<file path="src/rtl/mux4_arb_pkg.sv">
// Shared types and widths for the 4-input round-robin mux arbiter.
package mux4_arb_pkg;

    localparam int unsigned NUM_REQ = 4;
    localparam int unsigned SEL_W   = 2;
    localparam int unsigned CNT_W   = 8;

    typedef enum logic [0:0] {
        ST_IDLE  = 1'b0,
        ST_OWNED = 1'b1
    } arb_state_e;

endpackage : mux4_arb_pkg

</file>
<file path="src/rtl/rr_pick.sv">
// Round-robin picker: first set bit of (req & ~excl) searching upward mod NUM_REQ from start.
module rr_pick
    import mux4_arb_pkg::*;
(
    input  logic [NUM_REQ-1:0] req,
    input  logic [SEL_W-1:0]   start,
    input  logic [NUM_REQ-1:0] excl,
    output logic [SEL_W-1:0]   idx,
    output logic               found
);

    logic [NUM_REQ-1:0] cand;
    logic [SEL_W-1:0]   pos;

    // Scan farthest-first so the closest candidate to start is the last one written.
    always_comb begin
        idx   = '0;
        found = 1'b0;
        pos   = '0;
        cand  = req & ~excl;
        for (int k = NUM_REQ - 1; k >= 0; k--) begin
            pos = start + SEL_W'(k);
            if (cand[pos]) begin
                idx   = pos;
                found = 1'b1;
            end
        end
    end

endmodule : rr_pick

</file>
<file path="src/rtl/mux4_rr_arbiter.sv">
// Round-robin arbiter driving the select of a 4:1 mux, with a per-owner hold quantum.
module mux4_rr_arbiter
    import mux4_arb_pkg::*;
#(
    parameter int unsigned QUANTUM = 8
) (
    input  logic               clk,
    input  logic               rst,
    input  logic [NUM_REQ-1:0] req,
    output logic [NUM_REQ-1:0] gnt,
    output logic [SEL_W-1:0]   sel,
    output logic               busy
);

    arb_state_e         state_q, state_d;
    logic [SEL_W-1:0]   ptr_q, ptr_d;
    logic [CNT_W-1:0]   cnt_q, cnt_d;
    logic [NUM_REQ-1:0] gnt_q, gnt_d;
    logic [SEL_W-1:0]   sel_q, sel_d;
    logic               busy_q, busy_d;

    logic [NUM_REQ-1:0] excl_c;
    logic [SEL_W-1:0]   win_c;
    logic               found_c;
    logic               quota_hit_c;

    // While owning, the current owner is removed from the search so it is lowest priority.
    assign excl_c = (state_q == ST_OWNED) ? (NUM_REQ'(1) << ptr_q) : '0;

    rr_pick u_pick (
        .req   (req),
        .start (ptr_q + SEL_W'(1)),
        .excl  (excl_c),
        .idx   (win_c),
        .found (found_c)
    );

    // This edge would bring the owner's tenure to QUANTUM cycles (or it is already saturated).
    assign quota_hit_c = ({1'b0, cnt_q} + (CNT_W + 1)'(1)) >= (CNT_W + 1)'(QUANTUM);

    // Next-state, pointer, hold counter and registered-output computation.
    always_comb begin
        state_d = state_q;
        ptr_d   = ptr_q;
        cnt_d   = cnt_q;
        gnt_d   = gnt_q;
        sel_d   = sel_q;
        busy_d  = busy_q;

        unique case (state_q)
            ST_IDLE: begin
                if (found_c) begin
                    state_d = ST_OWNED;
                    ptr_d   = win_c;
                    cnt_d   = '0;
                    gnt_d   = NUM_REQ'(1) << win_c;
                    sel_d   = win_c;
                    busy_d  = 1'b1;
                end
            end
            ST_OWNED: begin
                if (!req[ptr_q] || (quota_hit_c && found_c)) begin
                    if (found_c) begin
                        ptr_d  = win_c;
                        cnt_d  = '0;
                        gnt_d  = NUM_REQ'(1) << win_c;
                        sel_d  = win_c;
                        busy_d = 1'b1;
                    end else begin
                        // Owner released and nobody else waiting; sel keeps its last value.
                        state_d = ST_IDLE;
                        cnt_d   = '0;
                        gnt_d   = '0;
                        busy_d  = 1'b0;
                    end
                end else if (cnt_q < CNT_W'(QUANTUM)) begin
                    cnt_d = cnt_q + CNT_W'(1);
                end
            end
            default: begin
                state_d = ST_IDLE;
            end
        endcase
    end

    // State and output registers with synchronous reset; ptr resets to 3 so req[0] wins first.
    always_ff @(posedge clk) begin
        if (rst) begin
            state_q <= ST_IDLE;
            ptr_q   <= SEL_W'(NUM_REQ - 1);
            cnt_q   <= '0;
            gnt_q   <= '0;
            sel_q   <= '0;
            busy_q  <= 1'b0;
        end else begin
            state_q <= state_d;
            ptr_q   <= ptr_d;
            cnt_q   <= cnt_d;
            gnt_q   <= gnt_d;
            sel_q   <= sel_d;
            busy_q  <= busy_d;
        end
    end

    assign gnt  = gnt_q;
    assign sel  = sel_q;
    assign busy = busy_q;

endmodule : mux4_rr_arbiter

</file>
<file path="config.mk">
export PLATFORM = sky130hd
export DESIGN_NAME = mux4_rr_arbiter
export DESIGN_NICKNAME = d
export VERILOG_FILES = /design/src/rtl/mux4_arb_pkg.sv /design/src/rtl/rr_pick.sv /design/src/rtl/mux4_rr_arbiter.sv
export SDC_FILE = /design/constraint.sdc
export NUM_CORES = 1
export LEC_CHECK = 0
export CAP_MARGIN = 20
export CELL_PAD_IN_SITES_DETAIL_PLACEMENT = 1
export CELL_PAD_IN_SITES_GLOBAL_PLACEMENT = 1
export CORE_ASPECT_RATIO = 1.5
export CORE_MARGIN = 3
export CORE_UTILIZATION = 45
export CTS_CLUSTER_DIAMETER = 50
export DETAILED_ROUTE_END_ITERATION = 10
export PLACE_DENSITY = 0.9
export SYNTH_ARGS = -nofsm -noshare
export SYNTH_HDL_FRONTEND = slang
export SYNTH_SLANG_ARGS = --single-unit
</file>
<file path="constraint.sdc">
create_clock -name clk -period 3.5 [get_ports clk]
set_input_delay 0.875 -clock clk [delete_from_list [all_inputs] [get_ports clk]]
set_output_delay 0.875 -clock clk [all_outputs]
set_load 0.02 [all_outputs]
</file>
* Word-level counts from Yosys, hierarchy flattened
Index checks and enable logic that the tools add are counted. Widths: inputs -> output; s select.
Operators by class: add/sub/neg operators 6, magnitude comparators 7, equality and inequality tests 3, shifts and indexed selects 2, muxes and demuxes 39, bitwise logic cells 3, reduce and logical (&&, ||, !) cells 5
Operators with widths (number):
- $mux 8 | 3
- $mux 2 | 8
- $mux 4 | 4
- $pmux 8 s2 | 1
- $lt 2x3->1 const B | 5
- $mux 1 | 13
- $bmux 1 s2 | 5
- $add 8x1->9 const B | 1
- $ge 9x4->1 const B | 1
- $add 8x1->8 const B | 1
- $lt 8x4->1 const B | 1
- $pmux 2 s2 | 2
- $pmux 4 s2 | 1
- $shl 1x2->4 const A | 2
- $add 2x1->2 const B | 2
- $add 2x2->2 const B | 2
- $and 4x4->4 | 1
- $not 4->4 | 1
- $pmux 1 s2 | 2
- $reduce_and 2->1 | 2
- $ne 3x1->1 const B | 1
- $ne 2x1->1 const B | 1
- $ne 2x2->1 const B | 1
- $logic_and 1x1->1 | 1
- other kinds (3) | 3
Storage, ports and cells: register bits after elaboration 18, input port bits 6, output and inout bits 7, logic and storage cells 71

* Depth between registers and ports, before layout
depth after elaboration 14, mapped depth 8, mapped depth without buffers 7

* Cells and area by module
From an unflattened synthesis, not the netlist that was laid out.
Second synthesis, totals: cells, all modules 110, area, all modules 954.7 sq um
Modules (own cells, without submodules):
- mux4_rr_arbiter | times used 1, cells an instance 93, area an instance 847.1 sq um
- rr_pick | times used 1, cells an instance 17, area an instance 107.6 sq um

* Worst setup path after synthesis
OpenSTA, ideal clock, no wires.
path type in2reg, start input port req[2], end register gnt_q[0], in the netlist gnt[0], arrival time 2.146 ns, slack 1.282 ns, stages on the path 5, buffers on the path 0, path through a21bo_2 -> o21ai_0 -> a221o_1 -> or4b_2 -> mux2i_1
On the way: cells in the longest elaborated chain, start to end 11, elaborated cells on any way between the ends 30, classes of those cells 2 x eq/ne; 1 x shift; 22 x mux; 1 x bitwise; 4 x reduce/logical
RTL lines:
- from (decl) | line mux4_rr_arbiter.sv:9 | input logic [NUM_REQ-1:0] req,
- $and 4x4->4 | line rr_pick.sv:20 | cand = req & ~excl;
- $bmux 1 s2 | line rr_pick.sv:23 | if (cand[pos]) begin
- $mux 1 (not written as such) | line rr_pick.sv:23
- $mux 2 / $mux 1 (equally long branches) (4 in series) | line rr_pick.sv:23
- $shl 1x2->4 / $logic_and 1x1->1 (equally long branches) | line mux4_rr_arbiter.sv:56, mux4_rr_arbiter.sv:66, mux4_rr_arbiter.sv:62
- $mux 4 / $logic_or 1x1->1 (equally long branches) | line mux4_rr_arbiter.sv:63, mux4_rr_arbiter.sv:62
- $mux 4 / $ne 2x1->1 (equally long branches)
- $pmux 4 s2 / $reduce_and 2->1 (equally long branches)
- to (signal assigned) | line mux4_rr_arbiter.sv:99 | gnt_q <= gnt_d;
- to (decl) | line mux4_rr_arbiter.sv:18 | logic [NUM_REQ-1:0] gnt_q, gnt_d;
Several ways; a longest one is shown, not always the timed one. The select of a mux whose other input is x is not followed. A chain may end at the register's enable or synchronous reset.

* Worst setup path in the final report
start input port req[3], end register sel_q[0], in the netlist sel[0]
On the way: cells in the longest elaborated chain, start to end 10, elaborated cells on any way between the ends 26, classes of those cells 1 x eq/ne; 21 x mux; 1 x bitwise; 3 x reduce/logical
RTL lines:
- $and 4x4->4 | line rr_pick.sv:20
- $bmux 1 s2 | line rr_pick.sv:23
- $mux 1 (not written as such) | line rr_pick.sv:23
- $mux 2 / $mux 1 (equally long branches) (4 in series) | line rr_pick.sv:23
- $mux 2 / $logic_and 1x1->1 (equally long branches) | line mux4_rr_arbiter.sv:52, mux4_rr_arbiter.sv:63, mux4_rr_arbiter.sv:62
- $mux 2 / $logic_or 1x1->1 (equally long branches) | line mux4_rr_arbiter.sv:62 | if (!req[ptr_q] || (quota_hit_c && found_c)) begin
- $pmux 2 s2 / $ne 2x1->1 (equally long branches)
- to (signal assigned) | line mux4_rr_arbiter.sv:100 | sel_q <= sel_d;
- to (decl) | line mux4_rr_arbiter.sv:19 | logic [SEL_W-1:0] sel_q, sel_d;
Several ways; a longest one is shown, not always the timed one. The select of a mux whose other input is x is not followed.

==> flow_summary.json <==
{
  "track_usage_pct": 19.8,
  "antenna_found_initial": 0,
  "synth.area.top_cells": "dfxtp_1 32%, ha_1 6.8%, nor3b_2 4.5%, nand2_1 3.4%, a21bo_2 2.7%",
  "setup_viol": 0,
  "final_nets": 147,
  "first_iter_violations": 12,
  "slew_headroom_pct": 66.9,
  "viasPerCell": 6.34,
  "start_util_pct": 48.6,
  "diodes": 0,
  "rsz0062_at_grt": "no",
  "synth-edff-count": 0,
  "crit_fanout": 6,
  "layout_setup_ws_ns": 0.817,
  "switching_power_w": 0.000302,
  "r2r-start": "ptr_q[0]",
  "clk_latency_ns": 0.30,
  "grt_max_degree": 12,
  "cp.arrival_ns": 2.94,
  "drv_slew": 0,
  "ys_seq_area_share_pct": 32.4,
  "crit_type": "primary input to register",
  "endpoint_kind": "register",
  "dp_cells": 153,
  "post-route-drc-count": 0,
  "cts_made_buffers": 3,
  "synthesis.area_um2": 1110,
  "min_path_type": "register to register",
  "critPathLaunchType": "primary input",
  "p_leak_nw": 0.535,
  "cts_tree": "yes",
  "grt_pass1_wl_um": 4470,
  "setup_tns_ns": 0,
  "reg2reg_setup_slack_ns": 1.12,
  "gr-total-overflow": 0,
  "worstReg2RegEnd": "gnt[0]",
  "rows": 21,
  "drive_above_1_share_pct": 18.7,
  "worst_pin_slew_ns": 0.484,
  "max_cap_violations": 0,
  "synth_seq_cells": 18,
  "pre_cts_ws_ns": 0.472,
  "fin_cells": 157,
  "synthFlopType": "dfxtp_1",
  "power.internal_w": 0.000478,
  "post_cts_buffers": 0,
  "reg2reg_depth": 7,
  "die_area_um2": 3110,
  "p_per_area_nw_per_um2": 602,
  "die_x_um": 46.6,
  "dp_hpwl_um": 2100,
  "avgSynthCellArea_um2": 9.34,
  "ant_nets": 0,
  "cts_resized": 0,
  "yosys_warnings": 0,
  "vias": 996,
  "areaGrowthSynthToFinish_pct": 16.7,
  "grt_pass1_vias": 1001,
  "layout_min_cycle_time_ns": 2.68,
  "power_frac_comb_pct": 46.2,
  "core_area_um2": 2290,
  "root_buffer": "clkbuf_4",
  "die_h_um": 66.9,
  "numClockSinks": 18,
  "max_freq_mhz": 373,
  "io_pins": 13,
  "syn_nets": 131,
  "synthArstFlopShare_pct": 0,
  "ys_types": 50,
  "cts_hold_repair.buffers": 0,
  "cts_buffer_depth": 2,
  "swShare_pct": 38.7,
  "whs_endpoint": "busy",
  "fin_crit_sh_pct": 76.6,
  "whs_path_depth": 2,
  "synth.largest_area_cell": "dfxtp_1",
  "status": "finished, final reports clean",
  "drt_pass1_iterations": 4,
  "htree_levels": 1,
  "finalClockSkew_ns": 0.00298,
  "path_clk_slew_ns": 0.10,
  "syn_inst": 119,
  "clkPwrFrac_pct": 17.0,
  "wl_um": 2660,
  "place_congestion": 0.810,
  "min-delay-start": "busy",
  "synth_top_area_share_pct": 32.4,
  "irDropWorstVdd_uv": 356,
  "required_ns": 3.76,
  "pwr-share-seq_pct": 36.8,
  "total_power_w": 0.000780,
  "port_buffers": 12,
  "wire_per_inst_um": 16.9,
  "finalHoldViolations": 0
}
[layer usage]
layer / share of wire [%] / routed length, um / global-route usage, % / vias up
li1: - / - / - / 477
met1: 39 / 1040 / 21.7 / 503
met2: 57 / 1510 / 35.5 / 9
met3: 1.2 / 31 / 2.43 / 7
met4: 2.9 / 78 / 9.61 / 0
met5: 0 / 0 / 0 / -
[power by group through the flow]
stage	clock network, W	logic [W]	registers [W]
6_report	0.000132	0.000361	0.000287
5_1_grt	0.000140	0.000399	0.000293
4_1_cts	0.000136	0.000363	0.000287
3_5_place_dp	0	0.000359	0.000291
3_3_place_gp	0	0.000343	0.000289
2_1_floorplan	0	0.000214	0.000316
[Yosys cell counts (all sizes together), types with 2 or more instances]
cell,count
dfxtp,18
nand2,10
nor2,8
ha,6
inv,6
o21ai,6
nand2b,4
nor3b,4
o22ai,4
a21bo,3
a21oi,3
clkbuf,3
mux2i,3
nor3,3
a2111oi,2
and3,2
nand3,2
o211ai,2
or2,2
or4b,2
[cell type report]
class | count | area, um2
Tap cell | 23 | 28.8
Inverter | 6 | 22.5
Multi-Input combinational cell | 91 | 706
Timing Repair Buffer | 15 | 143
Sequential cell | 18 | 360
Clock buffer | 4 | 36.3
Fill cell | 268 | 990
[worst max path at each step]
| stage | from | to | slack, ns | depth (start not counted) |
|---|---|---|---|---|
| floorplan | req[2] | gnt[0] | 1.28 | 5 |
| global placement | req[3] | sel[0] | 0.64 | 6 |
| detailed placement | req[3] | sel[0] | 0.47 | 6 |
| CTS | req[3] | sel[0] | 0.79 | 6 |
| global route | req[3] | sel[0] | 0.63 | 6 |
| finish | req[3] | sel[0] | 0.82 | 6 |
[per-stage QoR]
step	utilization (%)	instance area [um2]	hold WS, ns
finish	56.7	1300	0.479
detailed placement	55.1	1260	0.472
CTS	56.7	1300	0.486
global route	56.7	1300	0.506
floorplan	-	1110	0.474
global placement	55.1	1260	0.447
[sequential cells by signal, indices dropped and copies added, names as in the netlist]
signal and flops:
cnt_q 8, gnt 4, sel 2, busy 1, ptr_q 2, state_q 1
[cells in the final DEF (no fill, tap or decap), types with 2 or more instances in the layout]
cell type        instances
nor3_1                   3
o21ai_0                  5
mux2i_1                  3
and3_1                   2
dfxtp_1                 18
nand2b_1                 4
nor2_1                   8
buf_4                    3
nor3b_2                  4
a21bo_2                  3
clkdlybuf4s50_1         12
nand2_1                 10
ha_1                     6
o211ai_1                 2
o22ai_1                  3
clkbuf_4                 3
a21oi_1                  3
inv_1                    6
a2111oi_0                2
or2_2                    2
[worst max-delay path: stages]
cell and delay [ns]:
clkdlybuf4s50_1 0.54, a21boi_0 0.33, o21ai_0 0.15, a221o_1 0.45
a2111oi_0 0.43, a31o_2 0.16
[logic make-up after synthesis]
kind of cell	Yosys count	share of synthesized area [%]
buffers and inverters	10	4.05
adder cells (fa/ha/maj)	6	6.76
multiplexers	5	5.74
AO/OA/AOI/OAI	34	24.9
flip-flops	18	32.4
AND/OR/NAND/NOR	44	24.6
XOR/XNOR	2	1.58
No activity file was read; power rests on OpenSTA's default activity.
